==> config.mk <==
export PLATFORM = sky130hd
export DESIGN_NAME = clk_rst_seq
export DESIGN_NICKNAME = d
export VERILOG_FILES = /design/src/rtl/clk_rst_seq.sv
export SDC_FILE = /design/constraint.sdc
export NUM_CORES = 1
export LEC_CHECK = 0
export BUFFER_PORTS_ARGS = -buffer_cell sky130_fd_sc_hd__clkbuf_2
export CORE_ASPECT_RATIO = 0.7
export CORE_MARGIN = 3
export CORE_UTILIZATION = 40
export DETAILED_ROUTE_END_ITERATION = 16
export PLACE_DENSITY_LB_ADDON = 0.08
export SKIP_CTS_REPAIR_TIMING = 1
export SYNTH_ARGS = -nofsm -noshare
export SYNTH_HDL_FRONTEND = slang
export SYNTH_SLANG_ARGS = --single-unit
==> constraint.sdc <==
create_clock -name clk -period 1.9 [get_ports clk]
set_input_delay 0.38 -clock clk [delete_from_list [all_inputs] [get_ports clk]]
set_output_delay 0.38 -clock clk [all_outputs]
set_load 0.02 [all_outputs]
==> src/rtl/clk_rst_seq.sv <==
// clk_rst_seq: reset sequencer and per-channel clock-enable generator.
// An async active-low reset is synchronised on deassertion and held for HOLD_CYCLES.
// Channel resets are then released one per cycle in index order. Each released channel
// runs a programmable divider that produces a one-cycle ce pulse and a toggling phase bit.
module clk_rst_seq #(
  parameter int unsigned NCH         = 4,
  parameter int unsigned DIVW        = 8,
  parameter int unsigned SYNC_STAGES = 2,
  parameter int unsigned HOLD_CYCLES = 4
) (
  input  logic                  clk,
  input  logic                  reset_l,
  input  logic                  soft_rst,
  input  logic [NCH*DIVW-1:0]   div_i,
  output logic [NCH-1:0]        ch_rst_n,
  output logic [NCH-1:0]        ce,
  output logic [NCH-1:0]        phase,
  output logic                  running,
  output logic [7:0]            restarts
);

  localparam int unsigned IDXW = (NCH > 1) ? $clog2(NCH) : 1;
  localparam int unsigned HCW  = (HOLD_CYCLES > 1) ? $clog2(HOLD_CYCLES) : 1;
  localparam logic [IDXW-1:0] IDX_LAST  = IDXW'(NCH - 1);
  localparam logic [HCW-1:0]  HOLD_LAST = HCW'(HOLD_CYCLES - 1);

  typedef enum logic [1:0] {
    ST_HOLD    = 2'd0,
    ST_STAGGER = 2'd1,
    ST_RUN     = 2'd2
  } state_t;

  logic [SYNC_STAGES-1:0] r_sync;
  logic                   w_rst_sync;

  state_t                 r_state, w_state_nxt;
  logic [HCW-1:0]         r_hcnt, w_hcnt_nxt;
  logic [IDXW-1:0]        r_idx, w_idx_nxt;
  logic [NCH-1:0]         r_ch_rst_n, w_ch_nxt;
  logic                   r_running, w_running_nxt;
  logic [7:0]             r_restarts, w_restarts_nxt;
  logic                   w_soft_acc;

  logic [DIVW-1:0]        r_dcnt [NCH];
  logic [DIVW-1:0]        r_divq [NCH];
  logic [NCH-1:0]         r_phase;
  logic [NCH-1:0]         w_ce;
  logic [NCH-1:0]         w_rel;

  assign w_rst_sync = r_sync[SYNC_STAGES-1];
  // A restart request is honoured only once the stagger sequence has begun.
  assign w_soft_acc = soft_rst && (r_state != ST_HOLD);
  // Channels whose reset rises on the coming edge load their first divide value.
  assign w_rel      = w_ch_nxt & ~r_ch_rst_n;

  // Reset-deassert synchroniser: clears asynchronously, fills with ones per edge.
  always_ff @(posedge clk or negedge reset_l) begin
    if (!reset_l) r_sync <= '0;
    else          r_sync <= {r_sync[SYNC_STAGES-2:0], 1'b1};
  end

  // Sequencer registers.
  always_ff @(posedge clk or negedge reset_l) begin
    if (!reset_l) begin
      r_state    <= ST_HOLD;
      r_hcnt     <= '0;
      r_idx      <= '0;
      r_ch_rst_n <= '0;
      r_running  <= 1'b0;
      r_restarts <= '0;
    end else begin
      r_state    <= w_state_nxt;
      r_hcnt     <= w_hcnt_nxt;
      r_idx      <= w_idx_nxt;
      r_ch_rst_n <= w_ch_nxt;
      r_running  <= w_running_nxt;
      r_restarts <= w_restarts_nxt;
    end
  end

  // Sequencer next state: an accepted restart overrides any release on the same edge.
  always_comb begin
    w_state_nxt    = r_state;
    w_hcnt_nxt     = r_hcnt;
    w_idx_nxt      = r_idx;
    w_ch_nxt       = r_ch_rst_n;
    w_restarts_nxt = r_restarts;
    if (w_soft_acc) begin
      w_state_nxt = ST_HOLD;
      w_hcnt_nxt  = '0;
      w_idx_nxt   = '0;
      w_ch_nxt    = '0;
      if (r_restarts != 8'hFF) w_restarts_nxt = r_restarts + 8'd1;
    end else begin
      case (r_state)
        ST_HOLD: begin
          if (!w_rst_sync) begin
            w_hcnt_nxt = '0;
          end else if (r_hcnt == HOLD_LAST) begin
            w_state_nxt = ST_STAGGER;
            w_hcnt_nxt  = '0;
            w_idx_nxt   = '0;
          end else begin
            w_hcnt_nxt = r_hcnt + HCW'(1);
          end
        end
        ST_STAGGER: begin
          w_ch_nxt = r_ch_rst_n | (NCH'(1) << r_idx);
          if (r_idx == IDX_LAST) w_state_nxt = ST_RUN;
          else                   w_idx_nxt   = r_idx + IDXW'(1);
        end
        ST_RUN: begin
          w_state_nxt = ST_RUN;
        end
        default: begin
          w_state_nxt = ST_HOLD;
        end
      endcase
    end
    w_running_nxt = (w_state_nxt == ST_RUN);
  end

  // Clock enables decode registered divider state only.
  always_comb begin
    w_ce = '0;
    for (int unsigned c = 0; c < NCH; c++) begin
      w_ce[c] = r_ch_rst_n[c] && (r_dcnt[c] == r_divq[c]);
    end
  end

  // Per-channel dividers: load on release, count, reload and toggle phase on each ce.
  always_ff @(posedge clk or negedge reset_l) begin
    if (!reset_l) begin
      for (int unsigned c = 0; c < NCH; c++) begin
        r_dcnt[c] <= '0;
        r_divq[c] <= '0;
      end
      r_phase <= '0;
    end else begin
      for (int unsigned c = 0; c < NCH; c++) begin
        if (w_soft_acc) begin
          r_dcnt[c]  <= '0;
          r_divq[c]  <= '0;
          r_phase[c] <= 1'b0;
        end else if (w_rel[c]) begin
          r_dcnt[c] <= '0;
          r_divq[c] <= div_i[c*DIVW +: DIVW];
        end else if (!r_ch_rst_n[c]) begin
          r_dcnt[c] <= '0;
        end else if (w_ce[c]) begin
          r_dcnt[c]  <= '0;
          r_divq[c]  <= div_i[c*DIVW +: DIVW];
          r_phase[c] <= ~r_phase[c];
        end else begin
          r_dcnt[c] <= r_dcnt[c] + DIVW'(1);
        end
      end
    end
  end

  assign ch_rst_n = r_ch_rst_n;
  assign ce       = w_ce;
  assign phase    = r_phase;
  assign running  = r_running;
  assign restarts = r_restarts;

endmodule

* Word-level counts from Yosys, hierarchy flattened
Cells that the tools add are included.
** Storage, ports and cells
- Flip-flop bits (word level) :: 89
- Latch bits :: 0
- Memory bits (writable) :: 0
- Bits in read-only memories :: 0
- Input port bits :: 35
- Output and inout port bits :: 21
- Word-level logic and storage cells :: 150
- Memories :: 0
** Operators by class
- Add/sub/neg operators :: 7
- Multipliers :: 0
- Divide/modulo/power cells :: 0
- Magnitude comparators :: 0
- Equal/unequal tests :: 17
- Shift-type cells :: 1
- Multiplexer cells :: 64
- Bitwise logic cells :: 7
- Reduce and logical (&&, ||, !) cells :: 35
** Operators by type and width (number)
- $mux 8 :: 32
- $add 8x1->8 const B :: 5
- $eq 8x8->1 :: 4
- $reduce_bool 3->1 :: 9
- $mux 2 :: 12
- $reduce_bool 2->1 :: 10
- $mux 1 :: 16
- $reduce_and 3->1 :: 4
- $reduce_and 2->1 :: 5
- $ne 3x3->1 const B :: 3
- $eq 2x2->1 const B :: 4
- $mux 4 :: 2
- $ne 2x2->1 const B :: 4
- $ne 8x8->1 const B :: 1
- $pmux 2 s3 :: 1
- $logic_and 1x1->1 :: 5
- $add 2x1->2 const B :: 2
- $and 4x4->4 :: 1
- $not 1->1 :: 4
- $not 4->4 :: 1
- $or 4x4->4 :: 1
- $pmux 2 s2 :: 1
- $reduce_and 4->1 :: 1
- $shl 1x2->4 const A :: 1
- other kinds (2) :: 2

* Depth between registers and ports, before layout
Gate-level depths: netlist of the first run.
- Depth after elaboration :: 7
- Gate-level depth with buffers :: 8
- Mapped depth without buffers :: 6

* Worst setup path before layout of the first run
No wires, ideal clock.
- Path type :: reg2reg
- Start :: reg r_restarts[3], in the netlist restarts[3]
- End :: reg r_restarts[1], in the netlist restarts[1]
- Setup time :: 125 ps
- Arrival time :: 1608 ps
- Data required time :: 1775 ps
- Setup slack :: 168 ps
- Cell stages (with the launch flop) :: 5
- Buffers on the path :: 0
- Clock period less this slack :: 1732 ps
- Path through :: dfrtp_1 and3_1 and3_1 a31oi_1 mux2_2
** Between the ends
- Word-level cells in the longest chain between the ends :: 2
** Ends and longest elaborated chain
- start, declared :: RTL line 41 : logic [7:0] r_restarts, w_restarts_nxt;
- start signal, assigned :: RTL line 77 : r_restarts <= w_restarts_nxt;
- $ne 8x8->1 :: RTL line 93 : if (r_restarts != 8'hFF) w_restarts_nxt = r_restarts + 8'd1;
- $reduce_and 2->1 (no source line)
Every way passes these cells.
A chain may end at the register's enable or synchronous reset.

* Worst setup path in the final report of the first run
- Start :: reg r_dcnt[2] (netlist name)
- End :: out ce[3]
** Between the ends
- Word-level cells in the longest chain between the ends :: 2
** Ends and longest elaborated chain
- start, declared :: RTL line 44 : logic [DIVW-1:0] r_dcnt [NCH];
- start signal, assigned by index :: RTL line 155 : r_dcnt[c] <= r_dcnt[c] + DIVW'(1);
- $eq 8x8->1 :: RTL line 127 : w_ce[c] = r_ch_rst_n[c] && (r_dcnt[c] == r_divq[c]);
- $logic_and 1x1->1 :: RTL line 127
- end, declared :: RTL line 16 : output logic [NCH-1:0] ce,
Every way passes these cells.

==> results.yml, run 1 <==
run_status:
  result_of_the_run: "finished with violations"
  violations_in_the_final_reports: "negative setup slack"
placed_design:
  detailed_place_hpwl_mm: 6.65
  portBuffers: 55
  dpl.cell_count: 643
  placement.setup.worst_slack_ps: 68.6
  place.gp.congestion: 0.780
timing:
  endpoints_failing_setup: 4
  postLayoutSetupSlackWorst_ps: -171
  post-route-period-util_pct: 109
  max-slew-margin-rel_pct: 65.7
  period_minus_slack_ps: 2070
  worstMarginPinSlew_ps: 515
  rsz0062_at_grt: "yes"
  whs_ps: 10.6
  skew_ps: 8.44
  max_freq_mhz: 483
  timing_max_transition_violations_final: 0
  timing.final.hold_violations: 0
logic_synthesis:
  synthXorXnorAreaFrac_pct: 12.7
  yosysTopAreaCell: "dfrtp_1"
  synth-compound-area-share_pct: 5.01
  synth_flop_cell: "dfrtp_1"
  ys_seq_elements: 89
  average_cell_area_after_synthesis_um2: 10.4
  post_synth_inst_count: 430
  synth.cells.most_frequent: "dfrtp_1 (89), xor2_1 (51), inv_1 (43), nand2_1 (43), nor2_1 (41)"
  synth_area_um2: 4470
  number_of_warnings_printed_during_yosys_synthesis: 0
  synth_top_family_by_area: "simple AND/OR/NAND/NOR gates"
  muxShareOfSynthArea_pct: 8.12
  synth_async_sr_flop_share_pct: 100
  synth_most_common_cell: "dfrtp_1"
  syn_nets: 475
  yosysTopAreaCellShare_pct: 49.8
  synth_simple_gate_area_share_pct: 14.9
  yosys.area_share.adder_pct: 2.80
  synth_enable_flop_cells: 0
  synth_cell_types: 32
  post_synth_main_area_contributors: "dfrtp_1 (50%), xor2_1 (10%), mux2i_1 (7.6%)"
  synth_sequential_area_ratio_pct: 49.8
clock_tree:
  clock-root-buffer: "clkbuf_16"
  cts-root-to-sink-buffers: 2
  worstSkewPairLatency_ps: 340
  tritoncts: "yes"
  cts_sinks: 89
  tritoncts.num_buffers: 9
  htree_levels: 3
  clk_pin_slew_ps: 70
layout:
  fill_cells: 1015
  finalCoreUtilization_pct: 51.8
  area_growth_syn_to_layout_pct: 23.2
  antenna_cells: 0
  final-instance-count-excl-fill: 672
  final_layout_size_suffix_gt1_share_pct: 24.0
  finalNetCount: 564
grt:
  largest_net_degree_at_the_start_of_global_routing: 36
  globalRoute.totalOverflow: 0
  groute.layer.met3.usage_pct: 4.37
  global_route_usage_over_all_layers_pct: 16.3
  gr-usage-met2_pct: 23.9
  grt_busiest_layer: "met2"
  grt_first_pass_wirelength_mm: 16.1
  grt_antenna_before_repair: 0
  first_global_vias: 3125
  grtUsageMet1_pct: 23.6
drt:
  drt-total-wl_mm: 9.24
  detailroute.via_count: 3093
  detailedRoute.firstPassIterationCount: 4
  detailedRoute.firstIterationViolations: 145
  detail-route-antenna-nets: 0
  route.detailed.drc: 0
  per_cell_routed_wire_length_um: 13.7
  detail_route.vias_per_cell: 4.60
run:
  drv_cap: 0
die:
  floorplan.rows: 31
  die_w_um: 132
  chipHeight_um: 94.4
  ioPinCount: 56
  dieArea_um2: 12500
  start_util_pct: 42.1
  placeableCoreArea_um2: 10600
worst_setup_path:
  setup.worst_path.class: "reg2out"
  critical_path_buf_inv_count: 2
  timing.critical_path.slowest_stage_cell: "dfrtp_1"
  worst-endpoint-required_ps: 1520
  worst_setup_path_start_kind: "register"
  arrival_ps: 1690
  critPathTopFamily: "simple AND/OR/NAND/NOR gates"
  critPathCaptureType: "primary output"
  worst_path_largest_cell_delay_ps: 400
  cp_cell_sequence: "xor2_1 > nor4_1 > buf_4 > and3_4 > buf_6"
  crit_fanout: 2
power:
  power.static_leakage_nw: 2.89
  power.ir.vdd_worst_uv: 584
  report.power.total_w: 0.00809
  pwr_density_cell_nw_per_um2: 1470
hold_path:
  path_type_of_the_worst_min_delay_path: "in2async"
==> placed cells by master, fill, tap and decap left out, drive strengths merged, types with 2 or more instances in the layout <==
cell type,count
nor2,41
nor4,9
mux2,2
a21oi,5
o21a,4
mux2i,34
o22ai,4
xor2,51
dfrtp,89
inv,44
nand4,2
ha,10
clkbuf,63
a2bb2oi,4
o21ai,5
nand3,21
nand2b,5
a21o,5
xnor2,14
and3,16
buf,44
and2,2
nand2,43
==> area by class of cell <==
type                    count  area, um^2  share of cell area, %
multi-input cells         282        1980                   36.0
clock buffers              13         270                   4.91
well taps                 148         185                   3.36
inverters                  43         161                   2.93
repair buffers             94         633                   11.5
flip-flops and latches     89        2230                   40.5
clock inverters             3        46.3                  0.841
==> path summary, 6_finish.rpt <==
kind	startpoint	slack [ps]	endpoint	cells after the start
setup / recovery	r_dcnt[2]	-170	ce[3]	5
hold / removal	reset_l	10	r_divq[28]	1
setup reg to reg	r_divq[21]	110	r_divq[20]	7
hold reg to reg	r_sync[0]	350	r_sync[1]	0
max in group asynchronous	reset_l	1290	r_dcnt[10]	2
min in group clk	div_i[8]	260	r_divq[16]	3
==> metal layers <==
layer	part of all wire, %	up-vias
met1	53	1469
met3	3.6	12
li1	-	1566
met5	0	-
met4	1.5	0
met2	42	46
==> sequential cells by signal (all words and copies together) (netlist names) <==
| name | flops |
|---|---|
| ch_rst_n | 4 |
| phase | 4 |
| r_dcnt | 32 |
| r_divq | 32 |
| r_hcnt | 2 |
| r_idx | 2 |
| r_state | 2 |
| r_sync | 2 |
| restarts | 8 |
| running | 1 |
==> report_power, final <==
part	internal [W]	total (W)	switching [W]
registers	0.00262	0.00327	0.000648
logic	0.00146	0.00295	0.00149
clock network	0.00113	0.00187	0.000737
total	0.00522	0.00809	0.00287
==> kinds of logic (layout without fill, tap and decap cells) <==
family          count (synthesis)  count (layout)
fa+ha+maj                      10              10
xor+xnor                       65              65
simple gates                  140             140
compound gates                 30              30
mux                            36              36
flops                          89              89
buf+inv                        59             153
other cells                     1               1
==> stage by stage <==
stage	area, um^2	setup TNS [ps]
after detailed placement	5030	0
after CTS	5350	-1010
after floorplan	4470	0
final	5510	-446
after global placement	5030	0
after global routing	5510	-939
Power figures use the tool's default switching activity.
==> run 2, diff against run 1 <==
--- a/config.mk
+++ b/config.mk
@@ -6,8 +6,6 @@
 export NUM_CORES = 1
 export LEC_CHECK = 0
 export BUFFER_PORTS_ARGS = -buffer_cell sky130_fd_sc_hd__clkbuf_2
-export CORE_ASPECT_RATIO = 0.7
-export CORE_MARGIN = 3
 export CORE_UTILIZATION = 40
 export DETAILED_ROUTE_END_ITERATION = 16
 export PLACE_DENSITY_LB_ADDON = 0.08
==> run 2 against run 1 <==
Effect of this change: the flow still finishes with violations (negative setup slack); die area fell by 7.2%; clock-buffer cell count fell by 2; sequential cell count did not move; non-clock buffer count fell by 4; routed wire length fell by 6.9%; setup slack improved by 33 ps; final cell count fell by 2.1%; register-to-register slack improved by 30 ps; highest routed layer unchanged.
==> results.yml, run 2 (synthesized netlist as in run 1, its figures left out) <==
run_status:
  result_of_the_run: "finished with violations"
  violations_in_the_final_reports: "negative setup slack"
hold_path:
  min_to: "r_divq[19]"
  path_type_of_the_worst_min_delay_path: "in2reg"
  worst_hold_startpoint: "div_i[11]"
  worstHoldPathCells: 3
timing:
  rsz0062_at_grt: "yes"
  max_freq_mhz: 491
  skew_ps: 11.5
  fin_setup_tns_ps: -525
  timing.final.hold_violations: 0
  period_minus_slack_ps: 2040
  timing_max_transition_violations_final: 0
  postLayoutSetupSlackWorst_ps: -138
  post-route-period-util_pct: 107
  endpoints_failing_setup: 4
power:
  power.static_leakage_nw: 2.81
  pwr_density_cell_nw_per_um2: 1390
  power.ir.vdd_worst_uv: 492
  switchingPower_w: 0.00273
  report.power.total_w: 0.00741
  combinational_power_share_pct: 38.5
  clock_power_share_pct: 16.7
  swShare_pct: 36.9
  share_seq_of_total_power_pct: 44.7
  intPower_w: 0.00467
worst_setup_path:
  worst_path_largest_cell_delay_ps: 420
  worst_setup_path_start_kind: "register"
  critical_path_buf_inv_count: 1
  worst-path-stages: 4
  timing.critical_path.slowest_stage_cell: "dfrtp_1"
  arrival_ps: 1660
  reg2reg_to: "restarts[1]"
  origin_of_the_critical_flop_to_flop_path: "restarts[3]"
  cp_cell_sequence: "xor2_1 > nor4_2 > and3_1 > buf_6"
  crit_fanout: 4
  reg2reg_depth: 4
  worst-endpoint-required_ps: 1520
  setup.worst_path.class: "reg2out"
  critPathTopFamily: "simple AND/OR/NAND/NOR gates"
  critPathCaptureType: "primary output"
  r2r_setup_slack_ps: 140
layout:
  area_growth_syn_to_layout_pct: 19.4
  final_common_cell: "dfrtp_1"
  final_layout_size_suffix_gt1_share_pct: 23.0
  most-common-layout-cells: "dfrtp_1 (86), xor2_1 (51), clkbuf_2 (50), inv_1 (43), nand2_1 (43)"
  finalNetCount: 560
  antenna_cells: 0
  fill_cells: 1048
  finalCoreUtilization_pct: 49.2
grt:
  gr-usage-met2_pct: 26.8
  first_global_vias: 3038
  global_route_usage_over_all_layers_pct: 15.8
  grt_busiest_layer: "met2"
  grtUsageMet1_pct: 20.5
  groute.layer.met3.usage_pct: 3.27
  largest_net_degree_at_the_start_of_global_routing: 41
  grt_antenna_before_repair: 0
  globalRoute.totalOverflow: 0
  grt_first_pass_wirelength_mm: 14.3
clock_tree:
  tritoncts: "yes"
  tritoncts.num_buffers: 9
  cts_sinks: 89
  htree_levels: 3
  clock-root-buffer: "clkbuf_8"
  worstSkewPairLatency_ps: 340
  cts-root-to-sink-buffers: 2
  clk_pin_slew_ps: 80
drt:
  detailroute.via_count: 3073
  drt-total-wl_mm: 8.60
  per_cell_routed_wire_length_um: 13.1
  detailedRoute.firstPassIterationCount: 4
  detailedRoute.firstIterationViolations: 70
  route.detailed.drc: 0
  detail_route.vias_per_cell: 4.67
  detail-route-antenna-nets: 0
die:
  floorplan.rows: 38
  die_w_um: 108
  ioPinCount: 56
  chipHeight_um: 108
  start_util_pct: 41.2
  placeableCoreArea_um2: 10800
  dieArea_um2: 11600
run:
  drv_cap: 0
placed_design:
  portBuffers: 55
  place.gp.congestion: 0.728
  placement.setup.worst_slack_ps: 88.0
  detailed_place_hpwl_mm: 6.18
## run 2: area by class of cell
cell class | count | area (um^2) | area share, %
well taps | 140 | 175 | 3.28
repair buffers | 90 | 606 | 11.3
clock inverters | 3 | 42.5 | 0.797
multi-input cells | 282 | 1980 | 37.1
flip-flops and latches | 89 | 2230 | 41.8
clock buffers | 11 | 141 | 2.65
inverters | 43 | 161 | 3.02
## run 2: worst register-to-register path, delay by kind of cell (launching register included)
kind,cells,cell delay (ps)
AOI/OAI and AO/OA,1,400
DFF,1,430
muxes,1,390
and+or+nand+nor,2,440
## run 2: power by group through the flow
stage               clock network [W]  logic (W)  registers, W
global route                  0.00136    0.00324       0.00342
finish                        0.00124    0.00285       0.00331
global placement                    0    0.00254       0.00335
detailed placement                  0    0.00259       0.00337
floorplan                           0    0.00196       0.00328
CTS                           0.00129    0.00261       0.00333
## run 2: worst max-delay path by stage
stage / start / end / slack [ps]
2_1_floorplan: restarts[3] / restarts[1] / 170
3_3_place_gp: r_dcnt[0] / ce[3] / 90
3_5_place_dp: r_dcnt[0] / ce[3] / 90
4_1_cts: r_dcnt[17] / ce[1] / -300
5_1_grt: r_divq[31] / ce[0] / -230
6_report: r_dcnt[1] / ce[3] / -140
## run 2: stage by stage
step,hold slack [ps],instances,instance area (um^2)
4_1_cts,-35.6,641,5150
3_5_place_dp,344,627,4960
2_1_floorplan,84.4,430,4470
6_report,244,658,5340
5_1_grt,243,658,5340
3_3_place_gp,333,627,4960
## run 2: per-layer routing
metal,wire length (um),up-vias
met5,0,-
met1,4040,1474
met2,4240,41
met3,260,4
met4,59,0
li1,-,1554
==> run 3, diff against run 2 <==
--- a/config.mk
+++ b/config.mk
@@ -6,7 +6,7 @@
 export NUM_CORES = 1
 export LEC_CHECK = 0
 export BUFFER_PORTS_ARGS = -buffer_cell sky130_fd_sc_hd__clkbuf_2
-export CORE_UTILIZATION = 40
+export CORE_UTILIZATION = 50
 export DETAILED_ROUTE_END_ITERATION = 16
 export PLACE_DENSITY_LB_ADDON = 0.08
 export SKIP_CTS_REPAIR_TIMING = 1
==> run 3 against run 2 <==
Effect of this change: the run still ends with negative setup slack left; routed wire length fell by 1.2%; clock power is 3% lower; sequential power is essentially flat; global-route usage is 3.6 points higher; final cell count fell by 4.7%; fmax fell by 1.7%; worst hold slack got worse by 8.1 ps; largest cell class unchanged; highest routed layer unchanged.
==> results.yml, run 3 (synthesized netlist as in run 1, its figures left out) <==
drt:
  detail_route.vias_per_cell: 4.91
  per_cell_routed_wire_length_um: 13.6
  drt-total-wl_mm: 8.51
  detailedRoute.firstPassIterationCount: 4
  route.detailed.drc: 0
  detail-route-antenna-nets: 0
  detailroute.via_count: 3077
  detailedRoute.firstIterationViolations: 68
layout:
  regArea_um2: 2230
  antenna_cells: 0
  finalCoreUtilization_pct: 60.8
  finalNetCount: 559
  most-common-layout-cells: "dfrtp_1 (84), xor2_1 (50), clkbuf_2 (50), inv_1 (43), nand2_1 (43)"
  final_common_cell: "dfrtp_1"
  fill_cells: 779
  multi_input_comb_area_um2: 1980
  final_layout_size_suffix_gt1_share_pct: 23.5
  area_growth_syn_to_layout_pct: 18.1
power:
  report.power.total_w: 0.00737
  power.ir.vdd_worst_uv: 678
  pwr_density_cell_nw_per_um2: 1400
  power.static_leakage_nw: 2.79
die:
  die_w_um: 96.5
  dieArea_um2: 9320
  floorplan.rows: 34
  start_util_pct: 51.5
  chipHeight_um: 96.5
  ioPinCount: 56
  placeableCoreArea_um2: 8680
grt:
  first_global_vias: 2885
  global_route_usage_over_all_layers_pct: 19.4
  grt_first_pass_wirelength_mm: 13.6
  largest_net_degree_at_the_start_of_global_routing: 35
  grt_antenna_before_repair: 0
  globalRoute.totalOverflow: 0
placed_design:
  place.gp.congestion: 0.832
  placement.setup.worst_slack_ps: 131
  detailed_place_hpwl_mm: 6.03
  portBuffers: 55
worst_setup_path:
  setup.worst_path.class: "reg2out"
  critPathCaptureType: "primary output"
  reg2reg_depth: 7
  worst_setup_path_start_kind: "register"
  worst-endpoint-required_ps: 1520
  arrival_ps: 1690
  crit_fanout: 2
clock_tree:
  clock-root-buffer: "clkbuf_8"
  cts_sinks: 89
  tritoncts: "yes"
  cts-root-to-sink-buffers: 2
  tritoncts.num_buffers: 9
  htree_levels: 3
  worstSkewPairLatency_ps: 350
  clk_pin_slew_ps: 90
timing:
  postLayoutSetupSlackWorst_ps: -174
  post-route-period-util_pct: 109
  endpoints_failing_setup: 4
  max_freq_mhz: 482
  period_minus_slack_ps: 2070
  timing_max_transition_violations_final: 0
  timing.final.hold_violations: 0
  rsz0062_at_grt: "yes"
  skew_ps: 10.9
run:
  drv_cap: 0
run_status:
  result_of_the_run: "finished with violations"
  violations_in_the_final_reports: "negative setup slack"
hold_path:
  worstHoldPathCells: 3
  path_type_of_the_worst_min_delay_path: "in2reg"
## run 3: cell count changes in the layout (fill, tap and decap cells not counted)
cell	delta
xor2_1	-1
bufinv_16	-1
xor2_2	+1
dfrtp_1	-2
and3_4	-1
buf_12	-1
clkbuf_8	+1
and3_1	+1
dfrtp_2	+2
clkinvlp_4	+2
## run 3: cell type report
type	instances	share of cell area, %
clock inverter	4	0.521
clock buffer	12	2.94
inverter	43	3.06
tap	108	2.56
multi-input combinational	282	37.5
sequential	89	42.3
timing repair buffer	89	11.1
## run 3: report_power, final
part           leakage (nW)  internal (W)  switching (W)
registers              1.10       0.00262       0.000686
clock network        0.0846      0.000545       0.000655
logic                  1.61       0.00140        0.00145
total                  2.79       0.00457        0.00280
## run 3: path summary, 6_finish.rpt
kind                                  from         end  slack (ps)
worst min-delay path             div_i[22]  r_divq[14]         240
max in group asynchronous          reset_l  r_dcnt[10]         630
worst max register to register  r_divq[19]  r_divq[17]          80
worst max-delay path            r_divq[19]       ce[1]        -170
worst min register to register   r_sync[0]   r_sync[1]         360
min in group asynchronous          reset_l   r_divq[3]         520
## run 3: worst max-delay path, stage by stage, from the launching register on
cell and delay [ps]:
dfrtp_1 420, xor2_2 190, nor4_2 330, and3_1 270
buf_6 130
## run 3: through the flow
stage,instances,hold WS [ps],setup TNS [ps],area (um^2)
detailed placement,595,338,0,4910
finish,627,236,-462,5280
global route,627,236,-848,5280
global placement,595,333,0,4910
floorplan,430,84.4,0,4470
CTS,611,-26.4,-930,5090
## run 3: routing by layer
metal / global-route usage, % / vias up / part of all wire [%]
met4: 5.51 / 0 / 0.81
li1: - / 1551 / -
met3: 4.46 / 4 / 3.1
met2: 31.4 / 47 / 47
met5: 0 / - / 0
met1: 26.2 / 1475 / 49
